`config.mk`:
```
export PLATFORM = sky130hd
export DESIGN_NAME = network_packetizer
export DESIGN_NICKNAME = d
export VERILOG_FILES = /design/src/rtl/network_packetizer_pkg.sv /design/src/rtl/network_packetizer_flit_out.sv /design/src/rtl/network_packetizer.sv
export SDC_FILE = /design/constraint.sdc
export NUM_CORES = 1
export LEC_CHECK = 0
export CAP_MARGIN = 20
export CORE_AREA = 2 2 87 89
export CTS_CLUSTER_SIZE = 12
export DETAILED_ROUTE_END_ITERATION = 8
export DIE_AREA = 0 0 89 91
export DONT_BUFFER_PORTS = 1
export SYNTH_ARGS = -nofsm -noshare
export SYNTH_HDL_FRONTEND = slang
export SYNTH_SLANG_ARGS = --single-unit
```
`constraint.sdc`:
```
create_clock -name clk -period 2.6 [get_ports clk]
set_clock_uncertainty 0.1 [all_clocks]
set_input_delay 0.52 -clock clk [delete_from_list [all_inputs] [get_ports clk]]
set_output_delay 0.52 -clock clk [all_outputs]
set_load 0.02 [all_outputs]
```
`src/rtl/network_packetizer_pkg.sv`:
```
// Shared NoC definitions: flit-type codes and head-flit field layout.
// Used by the packetizer, router and depacketizer.
package network_packetizer_pkg;

    // Flit-type codes, stored in the top TYPE_WIDTH bits of each flit
    localparam int         FLIT_TYPE_W = 2;
    localparam logic [1:0] FLIT_NONE   = 2'b00;
    localparam logic [1:0] FLIT_HEAD   = 2'b01;
    localparam logic [1:0] FLIT_BODY   = 2'b10;
    localparam logic [1:0] FLIT_TAIL   = 2'b11;

    // Head flit: dest at bit 0, source next, then the sequence number
    localparam int HEAD_DEST_LSB = 0;
    localparam int HEAD_SEQ_W    = 8;

    typedef logic [HEAD_SEQ_W-1:0] seq_t;

    function automatic int head_src_lsb(input int dest_w);
        return dest_w;
    endfunction

    function automatic int head_seq_lsb(input int dest_w);
        return 2 * dest_w;
    endfunction

    // Smallest flit that holds type, dest, source and seq
    function automatic int head_min_width(input int type_w,
                                          input int dest_w);
        return type_w + 2 * dest_w + HEAD_SEQ_W;
    endfunction

endpackage

```
`src/rtl/network_packetizer_flit_out.sv`:
```
// FlitOutputReg: single-entry output register for the flit channel.
// Ports: clk_i/rst_i (sync, active-high); load_i/data_i write a new
// flit; data_o/valid_o/ready_i form the downstream handshake;
// slot_free_o tells the producer a load is allowed this cycle.
module FlitOutputReg #(
    parameter int WIDTH = 32
) (
    input  logic             clk_i,
    input  logic             rst_i,
    input  logic             load_i,
    input  logic [WIDTH-1:0] data_i,
    input  logic             ready_i,
    output logic [WIDTH-1:0] data_o,
    output logic             valid_o,
    output logic             slot_free_o
);

    logic             valid_q;
    logic             valid_d;
    logic [WIDTH-1:0] data_q;
    logic [WIDTH-1:0] data_d;

    // Free when empty, or when the held flit leaves on this edge
    assign slot_free_o = !valid_q || ready_i;

    // The producer only raises load_i while slot_free_o is high,
    // so a held flit is never overwritten before it is accepted.
    always_comb begin
        valid_d = valid_q;
        data_d  = data_q;
        if (load_i) begin
            valid_d = 1'b1;
            data_d  = data_i;
        end else if (ready_i) begin
            valid_d = 1'b0;
        end
    end

    always_ff @(posedge clk_i) begin
        if (rst_i) begin
            valid_q <= 1'b0;
            data_q  <= '0;
        end else begin
            valid_q <= valid_d;
            data_q  <= data_d;
        end
    end

    assign data_o  = data_q;
    assign valid_o = valid_q;

endmodule

```
`src/rtl/network_packetizer.sv`:
```
// Packetizer: turns a packet command plus a payload stream into
// head/body/tail flits for the router local port.
// Ports: clk, rst (sync, active-high); pkt_dest/pkt_valid/pkt_ready
// command channel; pl_data/pl_valid/pl_ready payload channel;
// data_out/valid_out/ready_out flit channel; err_out flags a
// command whose destination is outside 0..N-1.
module network_packetizer
    import network_packetizer_pkg::*;
#(
    parameter int N             = 100,
    parameter int INDEX         = 1,
    parameter int DATA_WIDTH    = 32,
    parameter int TYPE_WIDTH    = 2,
    parameter int FlitPerPacket = 6,
    parameter int DEST_WIDTH    = $clog2(N)
) (
    input  logic                             clk,
    input  logic                             rst,
    input  logic [DEST_WIDTH-1:0]            pkt_dest,
    input  logic                             pkt_valid,
    output logic                             pkt_ready,
    input  logic [DATA_WIDTH-TYPE_WIDTH-1:0] pl_data,
    input  logic                             pl_valid,
    output logic                             pl_ready,
    output logic [DATA_WIDTH-1:0]            data_out,
    output logic                             valid_out,
    input  logic                             ready_out,
    output logic                             err_out
);

    if (FlitPerPacket < 2) begin : g_bad_fpp
        $error("network_packetizer: FlitPerPacket must be >= 2");
    end

    if (DATA_WIDTH < head_min_width(TYPE_WIDTH, DEST_WIDTH))
    begin : g_bad_dw
        $error("network_packetizer: DATA_WIDTH too small for head");
    end

    localparam logic [1:0] ST_IDLE  = 2'd0;
    localparam logic [1:0] ST_SEND  = 2'd1;
    localparam logic [1:0] ST_DRAIN = 2'd2;

    localparam int SRC_LSB = head_src_lsb(DEST_WIDTH);
    localparam int SEQ_LSB = head_seq_lsb(DEST_WIDTH);

    localparam int CNT_W =
        (FlitPerPacket > 2) ? $clog2(FlitPerPacket) : 1;

    // Last payload index: TAIL in SEND, final discard in DRAIN
    localparam logic [CNT_W-1:0] CNT_LAST =
        CNT_W'(FlitPerPacket - 2);

    // Extra bit so N = 2**DEST_WIDTH still compares correctly
    localparam logic [DEST_WIDTH:0] N_LIM = (DEST_WIDTH + 1)'(N);

    localparam logic [TYPE_WIDTH-1:0] T_HEAD = TYPE_WIDTH'(FLIT_HEAD);
    localparam logic [TYPE_WIDTH-1:0] T_BODY = TYPE_WIDTH'(FLIT_BODY);
    localparam logic [TYPE_WIDTH-1:0] T_TAIL = TYPE_WIDTH'(FLIT_TAIL);

    logic [1:0]            state_q;
    logic [1:0]            state_d;
    logic [CNT_W-1:0]      cnt_q;
    logic [CNT_W-1:0]      cnt_d;
    seq_t                  seq_q;
    seq_t                  seq_d;
    logic                  err_q;
    logic                  err_d;

    logic                  slot_free;
    logic                  load;
    logic [DATA_WIDTH-1:0] load_data;
    logic [DATA_WIDTH-1:0] head;
    logic                  cmd_fire;
    logic                  pl_fire;
    logic                  dest_ok;
    logic                  cnt_last;

    assign pkt_ready = !rst && (state_q == ST_IDLE) && slot_free;
    assign pl_ready  = !rst && (((state_q == ST_SEND) && slot_free) ||
                                (state_q == ST_DRAIN));

    assign cmd_fire = pkt_valid && pkt_ready;
    assign pl_fire  = pl_valid && pl_ready;
    assign dest_ok  = {1'b0, pkt_dest} < N_LIM;
    assign cnt_last = (cnt_q == CNT_LAST);

    always_comb begin
        head = '0;
        head[DATA_WIDTH-1 -: TYPE_WIDTH] = T_HEAD;
        head[HEAD_DEST_LSB +: DEST_WIDTH] = pkt_dest;
        head[SRC_LSB +: DEST_WIDTH] = DEST_WIDTH'(INDEX);
        head[SEQ_LSB +: HEAD_SEQ_W] = seq_q;
    end

    always_comb begin
        state_d   = state_q;
        cnt_d     = cnt_q;
        seq_d     = seq_q;
        err_d     = 1'b0;
        load      = 1'b0;
        load_data = head;
        unique case (state_q)
            ST_IDLE: begin
                if (cmd_fire) begin
                    cnt_d = '0;
                    if (dest_ok) begin
                        load    = 1'b1;
                        seq_d   = seq_q + 1'b1;
                        state_d = ST_SEND;
                    end else begin
                        err_d   = 1'b1;
                        state_d = ST_DRAIN;
                    end
                end
            end
            ST_SEND: begin
                if (pl_fire) begin
                    load      = 1'b1;
                    load_data = {cnt_last ? T_TAIL : T_BODY, pl_data};
                    if (cnt_last) begin
                        cnt_d   = '0;
                        state_d = ST_IDLE;
                    end else begin
                        cnt_d = cnt_q + 1'b1;
                    end
                end
            end
            ST_DRAIN: begin
                if (pl_fire) begin
                    if (cnt_last) begin
                        cnt_d   = '0;
                        state_d = ST_IDLE;
                    end else begin
                        cnt_d = cnt_q + 1'b1;
                    end
                end
            end
            default: begin
                cnt_d   = '0;
                state_d = ST_IDLE;
            end
        endcase
    end

    always_ff @(posedge clk) begin
        if (rst) begin
            state_q <= ST_IDLE;
            cnt_q   <= '0;
            seq_q   <= '0;
            err_q   <= 1'b0;
        end else begin
            state_q <= state_d;
            cnt_q   <= cnt_d;
            seq_q   <= seq_d;
            err_q   <= err_d;
        end
    end

    assign err_out = err_q;

    FlitOutputReg #(
        .WIDTH(DATA_WIDTH)
    ) u_out (
        .clk_i      (clk),
        .rst_i      (rst),
        .load_i     (load),
        .data_i     (load_data),
        .ready_i    (ready_out),
        .data_o     (data_out),
        .valid_o    (valid_out),
        .slot_free_o(slot_free)
    );

endmodule
```
==> impl_metrics.ini <==
[floorplanning]
fp-row-count = 31
dieArea_mm2 = 0.00810
die_w_um = 89
core_area_mm2 = 0.00714
pin_count = 78
die-height_um = 91
initial_utilization_pct = 29.4

[route]
wl_per_cell_um = 14.6
dr.pass1.iters = 4
postRouteAntennaNets = 0
drt_iter0_drc = 66
wl_um = 4510
vias = 1494
drc = 0
vias_per_cell = 4.83

[global_route]
grt_pass1_vias = 1414
grt_max_degree = 30
grt_pass1_wl_um = 7150
grt_usage_pct = 11.4
grt_overflow = 0
antenna_found_initial = 0

[cts]
cts_setup_buffers = 0
cts.reportedPaths.clkPinSlew_ps = 90
cts_buffer_depth = 2
ctsRootBufferMaster = clkbuf_8
ctsHtreeMaxLevel = 2
clock-sinks = 47
cts_tree = built
clk_latency_ps = 300
cts-buffers-inserted = 5
cts_resized = 0
ctsHoldBuffers = 0

[setup_path]
arrival_ps = 1560
path_cells = nor2b_1 -> buf_4 -> nor2b_1 -> nor2_1 -> nor2_1
max_stage_delay_ps = 390
r2r_start = state_q[0]
worstSetupEndpointType = primary output
critPathSlowestCell = dfxtp_1
startpoint_type = flop
critPathLaunch = u_out.valid_o
worstSetupPathType = reg2out
path_max_fanout = 9
cp.required_ps = 1980

[synth]
netlist.top_cell.by_area = dfxtp_1
synthTopCellsByArea = dfxtp_1 45%, mux2i_1 9.1%, a22o_1 5.8%
async_flop_share_pct = 0
synth_top_area_share_pct = 44.8
synth_commonest_cells = 47 x dfxtp_1, 19 x mux2i_1, 19 x nand2_1
seq_area_frac_synth_pct = 44.8
avgSynthCellArea_um2 = 10.2
synth_cell_types = 43
synth_ff_type = dfxtp_1
synth_edf_count = 0
yosysMostFrequentCell = dfxtp_1
synth_seq_cells = 47
ys_warn_count = 0
syn_inst = 206
syn_nets = 254
syn_area_mm2 = 0.00210

[power_and_ir_drop]
ir_worst_vdd_mv = 0.273
p_per_area_mw_per_mm2 = 842
leakage_uw = 0.000864

[timing]
whs_ps = 173
setup_violations = 0
post-route-min-period_ps = 2180
worst_pin_slew_ps = 820
max-slew-margin-rel_pct = 45.0
tns_ps = 0
rsz0062_at_grt = no
hold_viol = 0
period_share_pct = 83.8
fmax_ghz = 0.459
setup_ws_ps = 422
finalMaxSlewViolations = 0

[finish]
num-fill-cells = 758
num_antenna_cells = 0
drive_gt1_share_pct = 12.9
syn_to_final_growth_pct = 10.7
seq_area_um2 = 941
nNetsFinal = 257
multiInputGateArea_mm2 = 0.00107
final_core_util_pct = 32.6

[min_path]
min_path_type = in2reg
holdCritStartpoint = rst

[placed_design]
hpwl_um = 3390
gp_congestion = 0.753
place_ws_ps = 421
port_buffers = 0

[run_status]
outcome = complete, no violations

[flow_run]
max-cap-violations = 0
## state kept, by name (all words and copies together) (netlist names)
name and flops:
cnt_q 3, err_out 1, u_out.data_o 32, u_out.valid_o 1, state_q 2, seq_q 8
## power by group
group	total, uW	internal (uW)	switching (uW)
sequential	961	806	155
clock	551	311	240
combinational	444	198	246
total	1960	1320	641
## per-stage QoR
step | power (uW) | std cells | cell area, um^2
floorplan | 1330 | 206 | 2100
global placement | 1420 | 301 | 2210
detailed placement | 1430 | 301 | 2210
CTS | 1980 | 309 | 2320
global route | 2070 | 309 | 2320
finish | 1960 | 309 | 2320
## area by class of cell
cell class	instances	share of cell area [%]
Clock buffer	6	3.55
Clock inverter	2	1.51
Inverter	6	0.969
Multi-Input combinational cell	142	45.9
Sequential cell	47	40.5
Tap cell	99	5.33
Timing Repair Buffer	7	2.26
## worst paths after layout
path,slack [ps],end,cells past startpoint
min,170,cnt_q[1],1
min reg2reg,400,cnt_q[1],2
max reg2reg,450,u_out.data_o[24],6
max,420,pl_ready,5
## kinds of logic after synthesis
| logic type | after synthesis | synth area share (%) |
|---|---|---|
| XOR/XNOR | 2 | 0.834 |
| multiplexers | 23 | 11.2 |
| buffers and inverters | 17 | 4.70 |
| AND/OR/NAND/NOR | 67 | 19.3 |
| AO/OA/AOI/OAI | 44 | 15.6 |
| flip-flops | 47 | 44.8 |
| adder cells (fa/ha/maj) | 6 | 3.57 |
## critical path, delay by kind of cell, from the launching register on
kind | cells | cell delay (ps)
AND/OR/NAND/NOR | 4 | 670
buffers and inverters | 1 | 180
flip-flops | 1 | 390
## layout by cell type, fill, tap and decap left out, drive strengths merged
master	instances
a211o	1
a211oi	3
a21oi	4
a22o	14
and3	4
and4	1
buf	7
bufinv	1
clkbuf	6
clkinv	1
dfxtp	47
ha	6
inv	6
mux2	4
mux2i	19
nand2	19
nand2b	4
nand4	2
nand4b	2
nor2	12
nor2b	7
nor3	7
nor3b	3
nor4	2
nor4b	1
o21ai	17
o311a	1
o311ai	1
o31a	2
o31ai	1
or2	1
or3	1
or4	1
xnor2	2
## per-layer routing
layer | share of wire (%) | routed length [um] | track usage [%] | vias to the layer above
met3 | 5.6 | 251 | 3.82 | 5
met5 | 0 | 0 | 0 | -
li1 | - | - | - | 741
met4 | 1.8 | 82 | 4.48 | 0
met1 | 46 | 2090 | 15.1 | 699
met2 | 46 | 2090 | 16.8 | 49
Note: power is estimated with default switching activity, not from simulation.
